`src/rtl/lsu_pkg.sv`:
```
// lsu_pkg: shared types and constants for the load/store unit.
//   lsu_size_t  - access size as encoded on req_size (3 folds to word)
//   lsu_state_t - FSM state, also exported on the debug port
//   *_W         - lane widths used for extraction/merge
//   norm_size() - maps the raw 2-bit size field onto lsu_size_t
package lsu_pkg;

  localparam int BYTE_W = 8;
  localparam int HALF_W = 16;
  localparam int WORD_W = 32;

  typedef enum logic [1:0] {
    SIZE_BYTE = 2'd0,
    SIZE_HALF = 2'd1,
    SIZE_WORD = 2'd2
  } lsu_size_t;

  typedef enum logic [2:0] {
    ST_IDLE  = 3'd0,
    ST_READ  = 3'd1,
    ST_RESP  = 3'd2,
    ST_MERGE = 3'd3,
    ST_WRITE = 3'd4
  } lsu_state_t;

  // Encoding 3 is not a distinct size; it behaves exactly like a word.
  function automatic lsu_size_t norm_size(input logic [1:0] s);
    lsu_size_t r;
    case (s)
      2'd0:    r = SIZE_BYTE;
      2'd1:    r = SIZE_HALF;
      default: r = SIZE_WORD;
    endcase
    return r;
  endfunction

endpackage

```
`src/rtl/lsu_if.sv`:
```
// lsu_if: request/response channel between execute stage and the LSU.
//   master modport: execute stage (drives req_*, observes req_ready/rsp_*)
//   slave  modport: load_store_unit
// Handshake: a request transfers on a rising edge where req_valid and
// req_ready are both 1; req_ready is high only while the LSU is idle.
// rsp_valid is a single-cycle pulse; rsp_rdata/rsp_err are only
// meaningful while it is high.
interface lsu_if;

  logic        req_valid;
  logic        req_ready;
  logic        req_write;
  logic [1:0]  req_size;
  logic        req_unsigned;
  logic [31:0] req_addr;
  logic [31:0] req_wdata;
  logic        rsp_valid;
  logic [31:0] rsp_rdata;
  logic        rsp_err;

  modport master (
    output req_valid, req_write, req_size, req_unsigned, req_addr, req_wdata,
    input  req_ready, rsp_valid, rsp_rdata, rsp_err
  );

  modport slave (
    input  req_valid, req_write, req_size, req_unsigned, req_addr, req_wdata,
    output req_ready, rsp_valid, rsp_rdata, rsp_err
  );

endinterface

```
`src/rtl/lsu_lane.sv`:
```
// lsu_lane: combinational lane logic for the load/store unit.
//   rd_word     in  word read from data memory
//   wdata       in  right-aligned store data
//   lane_addr   in  byte address bits [1:0]
//   size        in  access size
//   is_unsigned in  1 = zero-extend loads, 0 = sign-extend
//   ext_data    out extracted and extended load result
//   merged_word out rd_word with the addressed lane replaced by wdata
// Halves use only lane_addr[1]; words ignore lane_addr entirely.
module lsu_lane
  import lsu_pkg::*;
(
  input  logic [31:0] rd_word,
  input  logic [31:0] wdata,
  input  logic [1:0]  lane_addr,
  input  lsu_size_t   size,
  input  logic        is_unsigned,
  output logic [31:0] ext_data,
  output logic [31:0] merged_word
);

  logic [BYTE_W-1:0] byte_sel;
  logic [HALF_W-1:0] half_sel;
  logic              byte_sign;
  logic              half_sign;

  always_comb begin
    byte_sel    = rd_word[{lane_addr, 3'b000} +: BYTE_W];
    half_sel    = rd_word[{lane_addr[1], 4'b0000} +: HALF_W];
    byte_sign   = byte_sel[BYTE_W-1] & ~is_unsigned;
    half_sign   = half_sel[HALF_W-1] & ~is_unsigned;
    ext_data    = rd_word;
    merged_word = wdata;
    case (size)
      SIZE_BYTE: begin
        ext_data    = {{(WORD_W-BYTE_W){byte_sign}}, byte_sel};
        merged_word = rd_word;
        merged_word[{lane_addr, 3'b000} +: BYTE_W] = wdata[BYTE_W-1:0];
      end
      SIZE_HALF: begin
        ext_data    = {{(WORD_W-HALF_W){half_sign}}, half_sel};
        merged_word = rd_word;
        merged_word[{lane_addr[1], 4'b0000} +: HALF_W] = wdata[HALF_W-1:0];
      end
      default: begin
        ext_data    = rd_word;
        merged_word = wdata;
      end
    endcase
  end

endmodule

```
`src/rtl/load_store_unit.sv`:
```
// load_store_unit: memory-access stage between execute and data memory.
// Accepts one load/store at a time, does sub-word stores as
// read-modify-write and returns extended load data with a 1-cycle pulse.
//   clk, rst          clock, asynchronous active-low reset
//   bus (lsu_if.slave) request/response channel
//   mem_read_addr     registered read address (1-cycle registered memory)
//   mem_read_data     read data, valid the cycle after the address edge
//   mem_write_*       registered write port; enable high only in WRITE
//   dbg_state         current FSM state
// Optional feature: define LSU_MISALIGN_CHECK_EN to reject misaligned
// halves/words with rsp_err instead of silently aligning them.
module load_store_unit
  import lsu_pkg::*;
#(
  parameter int ADDR_SIZE = 7
) (
  input  logic        clk,
  input  logic        rst,
  lsu_if.slave        bus,
  output logic [31:0] mem_read_addr,
  input  logic [31:0] mem_read_data,
  output logic [31:0] mem_write_addr,
  output logic [31:0] mem_write_data,
  output logic        mem_write_enable,
  output lsu_state_t  dbg_state
);

  lsu_state_t  state_q, state_d;
  logic        write_q, write_d;
  lsu_size_t   size_q, size_d;
  logic        unsigned_q, unsigned_d;
  logic [1:0]  lane_q, lane_d;
  logic [31:0] wdata_q, wdata_d;
  logic [31:0] rd_addr_q, rd_addr_d;
  logic [31:0] wr_addr_q, wr_addr_d;
  logic [31:0] wr_data_q, wr_data_d;
  logic        we_q, we_d;
  logic        rsp_valid_q, rsp_valid_d;
  logic [31:0] rsp_rdata_q, rsp_rdata_d;
  logic        rsp_err_q, rsp_err_d;

  lsu_size_t   req_size_n;
  logic        misalign;
  logic [31:0] ext_data;
  logic [31:0] merged_word;

  // Memory sees only addr[ADDR_SIZE:2], in place; every other bit is 0.
  function automatic logic [31:0] word_addr(input logic [31:0] a);
    logic [31:0] r;
    r = '0;
    r[ADDR_SIZE:2] = a[ADDR_SIZE:2];
    return r;
  endfunction

  assign req_size_n = norm_size(bus.req_size);

`ifdef LSU_MISALIGN_CHECK_EN
  assign misalign = ((req_size_n == SIZE_HALF) && bus.req_addr[0]) ||
                    ((req_size_n == SIZE_WORD) && (bus.req_addr[1:0] != 2'b00));
`else
  assign misalign = 1'b0;
`endif

  lsu_lane u_lane (
    .rd_word     (mem_read_data),
    .wdata       (wdata_q),
    .lane_addr   (lane_q),
    .size        (size_q),
    .is_unsigned (unsigned_q),
    .ext_data    (ext_data),
    .merged_word (merged_word)
  );

  always_comb begin
    state_d     = state_q;
    write_d     = write_q;
    size_d      = size_q;
    unsigned_d  = unsigned_q;
    lane_d      = lane_q;
    wdata_d     = wdata_q;
    rd_addr_d   = rd_addr_q;
    wr_addr_d   = wr_addr_q;
    wr_data_d   = wr_data_q;
    we_d        = 1'b0;
    rsp_valid_d = 1'b0;
    rsp_rdata_d = '0;
    rsp_err_d   = 1'b0;
    case (state_q)
      ST_IDLE: begin
        if (bus.req_valid) begin
          write_d    = bus.req_write;
          size_d     = req_size_n;
          unsigned_d = bus.req_unsigned;
          lane_d     = bus.req_addr[1:0];
          wdata_d    = bus.req_wdata;
          if (misalign) begin
            // Completes immediately with no memory traffic.
            rsp_valid_d = 1'b1;
            rsp_err_d   = 1'b1;
          end else if (bus.req_write && (req_size_n == SIZE_WORD)) begin
            wr_addr_d = word_addr(bus.req_addr);
            wr_data_d = bus.req_wdata;
            we_d      = 1'b1;
            state_d   = ST_WRITE;
          end else begin
            rd_addr_d = word_addr(bus.req_addr);
            state_d   = ST_READ;
          end
        end
      end
      ST_READ:  state_d = write_q ? ST_MERGE : ST_RESP;
      ST_RESP: begin
        rsp_valid_d = 1'b1;
        rsp_rdata_d = ext_data;
        state_d     = ST_IDLE;
      end
      ST_MERGE: begin
        // The RMW writes back to the word just read.
        wr_addr_d = rd_addr_q;
        wr_data_d = merged_word;
        we_d      = 1'b1;
        state_d   = ST_WRITE;
      end
      ST_WRITE: begin
        rsp_valid_d = 1'b1;
        state_d     = ST_IDLE;
      end
      default:  state_d = ST_IDLE;
    endcase
  end

  always_ff @(posedge clk or negedge rst) begin
    if (!rst) begin
      state_q     <= ST_IDLE;
      write_q     <= 1'b0;
      size_q      <= SIZE_BYTE;
      unsigned_q  <= 1'b0;
      lane_q      <= 2'b00;
      wdata_q     <= '0;
      rd_addr_q   <= '0;
      wr_addr_q   <= '0;
      wr_data_q   <= '0;
      we_q        <= 1'b0;
      rsp_valid_q <= 1'b0;
      rsp_rdata_q <= '0;
      rsp_err_q   <= 1'b0;
    end else begin
      state_q     <= state_d;
      write_q     <= write_d;
      size_q      <= size_d;
      unsigned_q  <= unsigned_d;
      lane_q      <= lane_d;
      wdata_q     <= wdata_d;
      rd_addr_q   <= rd_addr_d;
      wr_addr_q   <= wr_addr_d;
      wr_data_q   <= wr_data_d;
      we_q        <= we_d;
      rsp_valid_q <= rsp_valid_d;
      rsp_rdata_q <= rsp_rdata_d;
      rsp_err_q   <= rsp_err_d;
    end
  end

  assign bus.req_ready   = (state_q == ST_IDLE);
  assign bus.rsp_valid   = rsp_valid_q;
  assign bus.rsp_rdata   = rsp_rdata_q;
  assign bus.rsp_err     = rsp_err_q;
  assign mem_read_addr    = rd_addr_q;
  assign mem_write_addr   = wr_addr_q;
  assign mem_write_data   = wr_data_q;
  assign mem_write_enable = we_q;
  assign dbg_state        = state_q;

endmodule

```
`src/flat_wrapper.sv`:
```
// flat-port wrapper written by rule: the top's interface ports become plain ports
module load_store_unit_flat import lsu_pkg::*;
#(
  parameter int ADDR_SIZE = 7
)
  (clk, rst, mem_read_addr, mem_read_data, mem_write_addr, mem_write_data, mem_write_enable, dbg_state, bus_req_valid, bus_req_write, bus_req_size, bus_req_unsigned, bus_req_addr, bus_req_wdata, bus_req_ready, bus_rsp_valid, bus_rsp_rdata, bus_rsp_err);
  lsu_if bus_i ();
  input  logic clk;
  input  logic rst;
  output logic [31:0] mem_read_addr;
  input  logic [31:0] mem_read_data;
  output logic [31:0] mem_write_addr;
  output logic [31:0] mem_write_data;
  output logic mem_write_enable;
  output lsu_state_t dbg_state;
  input wire logic [$bits(bus_i.req_valid)-1:0] bus_req_valid;
  input wire logic [$bits(bus_i.req_write)-1:0] bus_req_write;
  input wire logic [$bits(bus_i.req_size)-1:0] bus_req_size;
  input wire logic [$bits(bus_i.req_unsigned)-1:0] bus_req_unsigned;
  input wire logic [$bits(bus_i.req_addr)-1:0] bus_req_addr;
  input wire logic [$bits(bus_i.req_wdata)-1:0] bus_req_wdata;
  output wire logic [$bits(bus_i.req_ready)-1:0] bus_req_ready;
  output wire logic [$bits(bus_i.rsp_valid)-1:0] bus_rsp_valid;
  output wire logic [$bits(bus_i.rsp_rdata)-1:0] bus_rsp_rdata;
  output wire logic [$bits(bus_i.rsp_err)-1:0] bus_rsp_err;
  assign bus_i.req_valid = bus_req_valid;
  assign bus_i.req_write = bus_req_write;
  assign bus_i.req_size = bus_req_size;
  assign bus_i.req_unsigned = bus_req_unsigned;
  assign bus_i.req_addr = bus_req_addr;
  assign bus_i.req_wdata = bus_req_wdata;
  assign bus_req_ready = bus_i.req_ready;
  assign bus_rsp_valid = bus_i.rsp_valid;
  assign bus_rsp_rdata = bus_i.rsp_rdata;
  assign bus_rsp_err = bus_i.rsp_err;
  load_store_unit #(.ADDR_SIZE(ADDR_SIZE)) u_core (.clk(clk), .rst(rst), .bus(bus_i), .mem_read_addr(mem_read_addr), .mem_read_data(mem_read_data), .mem_write_addr(mem_write_addr), .mem_write_data(mem_write_data), .mem_write_enable(mem_write_enable), .dbg_state(dbg_state));
endmodule
```
`config.mk`:
```
export PLATFORM = sky130hd
export DESIGN_NAME = load_store_unit_flat
export DESIGN_NICKNAME = d
export VERILOG_FILES = /design/src/rtl/lsu_pkg.sv /design/src/rtl/lsu_if.sv /design/src/rtl/lsu_lane.sv /design/src/rtl/load_store_unit.sv /design/src/flat_wrapper.sv
export SDC_FILE = /design/constraint.sdc
export NUM_CORES = 1
export LEC_CHECK = 0
export ABC_AREA = 0
export BUFFER_PORTS_ARGS = -buffer_cell sky130_fd_sc_hd__clkbuf_2
export CAP_MARGIN = 20
export CORE_UTILIZATION = 51
export CTS_CLUSTER_DIAMETER = 40
export DETAILED_ROUTE_END_ITERATION = 10
export PLACE_DENSITY = 0.81
export SLEW_MARGIN = 20
export SYNTH_ARGS = -nofsm -noshare
export SYNTH_HDL_FRONTEND = slang
export SYNTH_SLANG_ARGS = --single-unit
```
`constraint.sdc`:
```
create_clock -name clk -period 2.9 [get_ports clk]
set_input_delay 0.58 -clock clk [delete_from_list [all_inputs] [get_ports clk]]
set_output_delay 0.58 -clock clk [all_outputs]
set_load 0.01 [all_outputs]
```
==> results.ini, run 1 <==
[cells_and_area]
layout_commonest_cell=clkbuf_2
nets=865
layout-drive-gt1-share_pct=36.20
area_delta_synth_final_pct=18.02
final_cells=940
num_antenna_cells=0
layout_common_cells=159 x clkbuf_2, 116 x dfrtp_1, 53 x conb_1
final_cell_area_um2=7996

[critical_path]
crit_fanout=12
cp_top_family=compound AO/OA/AOI/OAI gates
worstPathArrival_ns=2.82
critPathBufInv=2
cp_cell_sequence=clkinv_1 > ha_1 > buf_4 > and4b_1 > a221o_1 > a221o_1 > o221a_2
max_stage_delay_ns=0.44
worstSetupStartpointType=flop
worstReg2RegStart=u_core.lane_q[1]
reg2reg_slack_ns=0.38
critical_path_required_ns=3.20
path_class=flop to flop
endpoint_kind=flop
rr_worst_depth=7
critPathMostFrequentCell=a221o_1
r2r-end=u_core.mem_write_data[8]
cp_slowest_cell=ha_1

[global_routing]
grt_overflow=0
grt_pass1_wl_um=29290
grt_pass1_vias=5577
grt_use_total_pct=28.57
antenna_found_initial=0
grt_max_degree=120

[run_status]
status=finished clean

[yosys]
ys.flop_type=dfrtp_1
synth.distinct_cells=50
synth_top_area_cell=dfrtp_1
async_flop_share_pct=100.0
synth_compound_area_share_pct=21.33
yosys-top-cells-area=dfrtp_1 44%, mux2_2 7.0%, a221o_1 6.8%
synth_top_area_share_pct=43.95
synth_edf_count=0
synthesis.yosys.warnings=0
seq_area_frac_synth_pct=43.95
synth_seq_cells=119
synth_area_per_cell_um2=10.93
synth-xor-area-share_pct=0.1293
synth_top_family_by_area=compound AO/OA/AOI/OAI gates
synth_fa_ha_area_share_pct=0.9234
synth_mux_area_share_pct=13.74
yosys.area_share.simple_pct=9.825
syn_area_um2=6775
syn_inst=620

[routing]
vias_per_cell=6.215
vias=5842
drtPass1Iterations=5
drt_iter0_drc=595
drt-wirelength-per-cell_um=20.63
drc=0
wirelength_um=19390
ant_nets=0

[timing]
worst_pin_slew_ns=0.8061
max_freq_mhz=396.2
rsz0062_at_grt=false
hold_slack_ns=0.2529
final-max-slew-violation-count=0
finalHoldViolCount=0
fin_skew_ns=0.008311
relSlewSlack_pct=45.49
fin_tns_setup_ns=0
period_needed_ns=2.524
period_share_pct=87.04
setup_viol=0

[clocking]
max-clock-path-buffers=2
clock_sinks=119
cts_buffers=17
insertion_delay_ns=0.41
cts_hold_buffers=0
htree_levels=4
postCtsSetupRepairBufs=0
cts_root_buf=clkbuf_16
cts_tree=built
postCtsResizedCells=0
cts.clk_slew.worst_paths_ns=0.06

[place]
dpl-instance-area_um2=7462
port-buffer-count=160
dp.final_hpwl_um=13670
place.gp.congestion=0.8956
numPlacedInstances=910

[floorplanning]
die_w_um=117.3
num_io_pins=238
die_area_um2=13750
fp-row-count=41
fp.dieH_um=117.3
initial_utilization_pct=53.04
core-area_um2=12770

[hold_path]
min_path_type=primary input to asynchronous set/reset pin

[job]
drv_cap=0

[pwr]
ir_worst_vdd_v=0.0005178
powerDensity_nw_per_um2=1114
leakagePower_nw=3.843

sequential cells by signal, summed over array words and instances (netlist names):
signal                   count
u_core.mem_read_addr         6
u_core.lane_q                2
u_core.bus.rsp_rdata        32
u_core.size_q                2
u_core.wdata_q              32
u_core.mem_write_addr        6
u_core.write_q               1
u_core.unsigned_q            1
u_core.bus.rsp_valid         1
u_core.mem_write_data       32
u_core.mem_write_enable      1
u_core.dbg_state             3
cell usage after synthesis (2+ instances only):
library cell  count
dfrtp_1         119
buf_4            57
a221o_1          46
mux2_2           42
clkbuf_1         31
mux2i_1          30
a21oi_1          29
nor2_1           25
nor2b_1          21
o221a_2          21
o21ai_0          20
nand2_1          19
nand3_1          18
a21o_1           16
buf_2            13
a31oi_1          10
nor4bb_1          9
a211oi_1          8
a2111oi_0         7
inv_1             7
mux4_2            7
o21a_1            7
o22ai_1           7
o2bb2ai_1         7
ha_1              5
buf_1             4
nor3_1            4
a22oi_1           3
nand2b_1          3
buf_6             2
nand3b_1          2
nand4_1           2
nor3b_1           2
cells by family after synthesis:
group           after synthesis
simple gates                116
compound gates              183
xor+xnor                      1
fa+ha+maj                     5
mux                          79
flops                       119
other cells                   1
buf+inv                     116
routing by layer:
metal  part of all wire (%)  wire length [µm]  vias to the layer above  GRT usage [%]
met1                     40              7675                     2874          35.05
met3                    8.5              1639                       70          6.849
li1                       -                 -                     2520              -
met2                     48              9215                      378          45.06
met5                      0                 0                        -              0
met4                    4.4               860                        0          18.82
cell type report:
cell class	count	area (µm²)
fillers	1011	4777
multi-input cells	437	3318
flip-flops and latches	119	2982
repair buffers	173	913.4
clock buffers	26	489.2
well taps	172	215.2
clock inverters	4	45.04
inverters	9	33.78
through the flow:
stage          power, W  util, %  setup WS (ns)
6_report       0.008906    62.60         0.3760
3_5_place_dp   0.006915    58.42         0.4216
2_1_floorplan  0.005718        -         0.3997
3_3_place_gp   0.006692    58.37         0.2310
4_1_cts        0.008863    62.60         0.3922
5_1_grt        0.009402    62.60         0.2692
how the worst max path moves through the flow:
stage / from / endpoint / cells after the start
finish: u_core.lane_q[1] / u_core.mem_write_data[8] / 7
global route: u_core.lane_q[1] / u_core.mem_write_data[8] / 7
CTS: u_core.lane_q[1] / u_core.mem_write_data[8] / 7
detailed placement: u_core.lane_q[1] / u_core.mem_write_data[8] / 7
global placement: u_core.lane_q[1] / u_core.mem_write_data[27] / 6
floorplan: u_core.lane_q[1] / u_core.mem_write_data[10] / 9
where the power goes:
part           leakage [nW]  internal, W  switching, W  total [W]
combinational          2.11      0.00179       0.00208    0.00387
clock                 0.264      0.00123      0.000689    0.00192
sequential             1.47      0.00240      0.000725    0.00312
total                  3.84      0.00542       0.00349    0.00891
Note: power is estimated with default switching activity, not from simulation.
==> inputs of run 2 (changes only) <==
clock period = 2.8 ns   (was 2.9 ns; I/O delays follow)
==> run 2 against run 1 <==
Effect of this change:
- register-to-register slack worse by 0.22 ns
- via count is 1.0% lower
- highest routed layer unchanged
- critical path depth is 1 lower
- die area stayed put
- largest cell class unchanged
==> results.ini, run 2 (synthesized netlist as in run 1, its figures left out) <==
[run_status]
status=finished clean

[critical_path]
cp_top_family=simple AND/OR/NAND/NOR gates
worstSetupStartpointType=flop
max_stage_delay_ns=0.85  ; +0.41 ns
worstPathArrival_ns=3.00  ; +0.18 ns
cp_slowest_cell=nor4bb_2
path_class=flop to flop
crit_fanout=11  ; -1
critical_path_required_ns=3.16  ; -0.04 ns
critPathBufInv=1  ; -1
critPathMostFrequentCell=a221o_1
cp_cell_sequence=clkinv_1 > ha_1 > nor4bb_2 > a221o_1 > a221o_1 > o221a_2
endpoint_kind=flop

[cells_and_area]
seq_area_um2=2982  ; unchanged
area_delta_synth_final_pct=18.45
fillers=967  ; -4.4%
nets=866  ; +0.12%
multi_input_area_um2=3318  ; unchanged
layout_commonest_cell=clkbuf_2
layout_common_cells=159 x clkbuf_2, 116 x dfrtp_1, 53 x conb_1
layout-drive-gt1-share_pct=37.22  ; +1.0 points
num_antenna_cells=0  ; unchanged

[timing]
fin_skew_ns=0.007564  ; -0.0007464 ns
setup_viol=0  ; unchanged
finalHoldViolCount=0  ; unchanged
rsz0062_at_grt=false
final-max-slew-violation-count=0  ; unchanged
relSlewSlack_pct=36.43  ; -9.1 points
max_freq_mhz=378.2  ; -4.5%
worst_pin_slew_ns=0.9400  ; +0.1339 ns
period_share_pct=94.43  ; +7.4 points
fin_tns_setup_ns=0  ; unchanged
hold_slack_ns=0.1437  ; -0.1092 ns
period_needed_ns=2.644  ; +0.1199 ns

[floorplanning]
initial_utilization_pct=53.04  ; unchanged
die_area_um2=13750  ; unchanged
core-area_um2=12770  ; unchanged
fp.dieH_um=117.3  ; unchanged
fp-row-count=41  ; unchanged
num_io_pins=238  ; unchanged
die_w_um=117.3  ; unchanged

[global_routing]
grt_max_degree=75  ; -38%
grt_overflow=0  ; unchanged
grt_util_met2_pct=46.63  ; +1.6 points
grt_pass1_vias=5602  ; +0.45%
grtUsageMet3_pct=6.849  ; unchanged
busiest_layer=met2
antenna_found_initial=0  ; unchanged
grt_use_total_pct=29.06  ; +0.48 points
grt_pass1_wl_um=29950  ; +2.2%
use_met1_pct=36.17  ; +1.1 points

[clocking]
cts_buffers=17  ; unchanged
cts_root_buf=clkbuf_16
cts.clk_slew.worst_paths_ns=0.06  ; about the same
htree_levels=4  ; unchanged
cts_tree=built
clock_sinks=119  ; unchanged
max-clock-path-buffers=2  ; unchanged
insertion_delay_ns=0.42  ; about the same
postCtsSetupRepairBufs=0  ; unchanged

[pwr]
p_sw_w=0.003730  ; +6.9%
p_clk_share_pct=22.1  ; +0.6 points
swShare_pct=40.17  ; +0.98 points
seq_power_share_pct=34.5  ; -0.5 points
powerDensity_nw_per_um2=1157  ; +3.9%
power_frac_comb_pct=43.4  ; about the same
ir_worst_vdd_v=0.0005087  ; -1.8%
p_int_w=0.005556  ; +2.6%
leakagePower_nw=3.843  ; about the same

[routing]
wirelength_um=19640  ; +1.3%
drtPass1Iterations=5  ; unchanged
vias_per_cell=6.131  ; -1.3%
drt_iter0_drc=769  ; +29%
drt-wirelength-per-cell_um=20.82  ; +0.95%
ant_nets=0  ; unchanged
vias=5782  ; -1.0%
drc=0  ; unchanged

[job]
drv_cap=0  ; unchanged

[place]
port-buffer-count=160  ; unchanged
place.gp.congestion=0.9462  ; +5.6%
dp.final_hpwl_um=13600  ; -0.47%

[hold_path]
min_path_type=primary input to asynchronous set/reset pin

[run 2: cell types whose count changed in the layout (fill, tap and decap cells not counted)]
cell / previous run / this run
inv_6: 0 / 2
buf_4: 13 / 14
clkbuf_1: 6 / 0
clkbuf_8: 3 / 0
clkinv_4: 0 / 2
clkinv_2: 3 / 4
clkinvlp_4: 0 / 6
[run 2: metrics by stage]
step | setup WS [ns] | area, µm² | power [W] | util [%] | instances
after floorplan | 0.2997 | 6970 | 0.005922 | - | 672
after global placement | 0.1718 | 7463 | 0.006934 | 58.43 | 911
after detailed placement | -0.03320 | 7463 | 0.007136 | 58.43 | 911
after CTS | 0.2386 | 8025 | 0.009247 | 62.83 | 943
after global routing | 0.08476 | 8025 | 0.009808 | 62.83 | 943
final | 0.1561 | 8025 | 0.009286 | 62.83 | 943
[run 2: worst paths after layout]
| check | start | endpoint | slack [ns] | depth (start not counted) |
|---|---|---|---|---|
| worst max-delay path | u_core.lane_q[1] | u_core.mem_write_data[25] | 0.16 | 6 |
| worst min-delay path | rst | u_core.mem_write_data[11] | 0.14 | 1 |
| worst max register to register | u_core.lane_q[1] | u_core.mem_write_data[25] | 0.16 | 6 |
| worst min register to register | u_core.mem_write_data[17] | u_core.mem_write_data[17] | 0.49 | 1 |
| max in group asynchronous | rst | u_core.mem_write_data[7] | 1.83 | 2 |
| min in group clk | bus_req_unsigned | u_core.unsigned_q | 0.36 | 3 |
[run 2: cell type report]
| class | count | share of cell area [%] |
|---|---|---|
| Clock buffer | 17 | 5.301 |
| Inverter | 9 | 0.4210 |
| Clock inverter | 15 | 1.621 |
| Sequential cell | 119 | 37.15 |
| Multi-Input combinational cell | 437 | 41.35 |
| Timing Repair Buffer | 174 | 11.47 |
| Tap cell | 172 | 2.682 |
[run 2: timing repair]
item                       CTS  global route
setup endpoints to repair    7             0
gates resized for setup      1             0
hold buffers                 0             0
[run 2: power groups by stage]
stage               clock [W]  sequential [W]  combinational (W)
floorplan                   0         0.00313            0.00279
global placement            0         0.00313            0.00380
detailed placement          0         0.00319            0.00394
CTS                   0.00207         0.00317            0.00401
global route          0.00215         0.00328            0.00438
finish                0.00205         0.00320            0.00403
[run 2: metal layers]
metal	up-vias	routed length, µm
met5	-	0
met4	0	723
met2	358	9481
met1	2834	7689
met3	64	1742
li1	2526	-
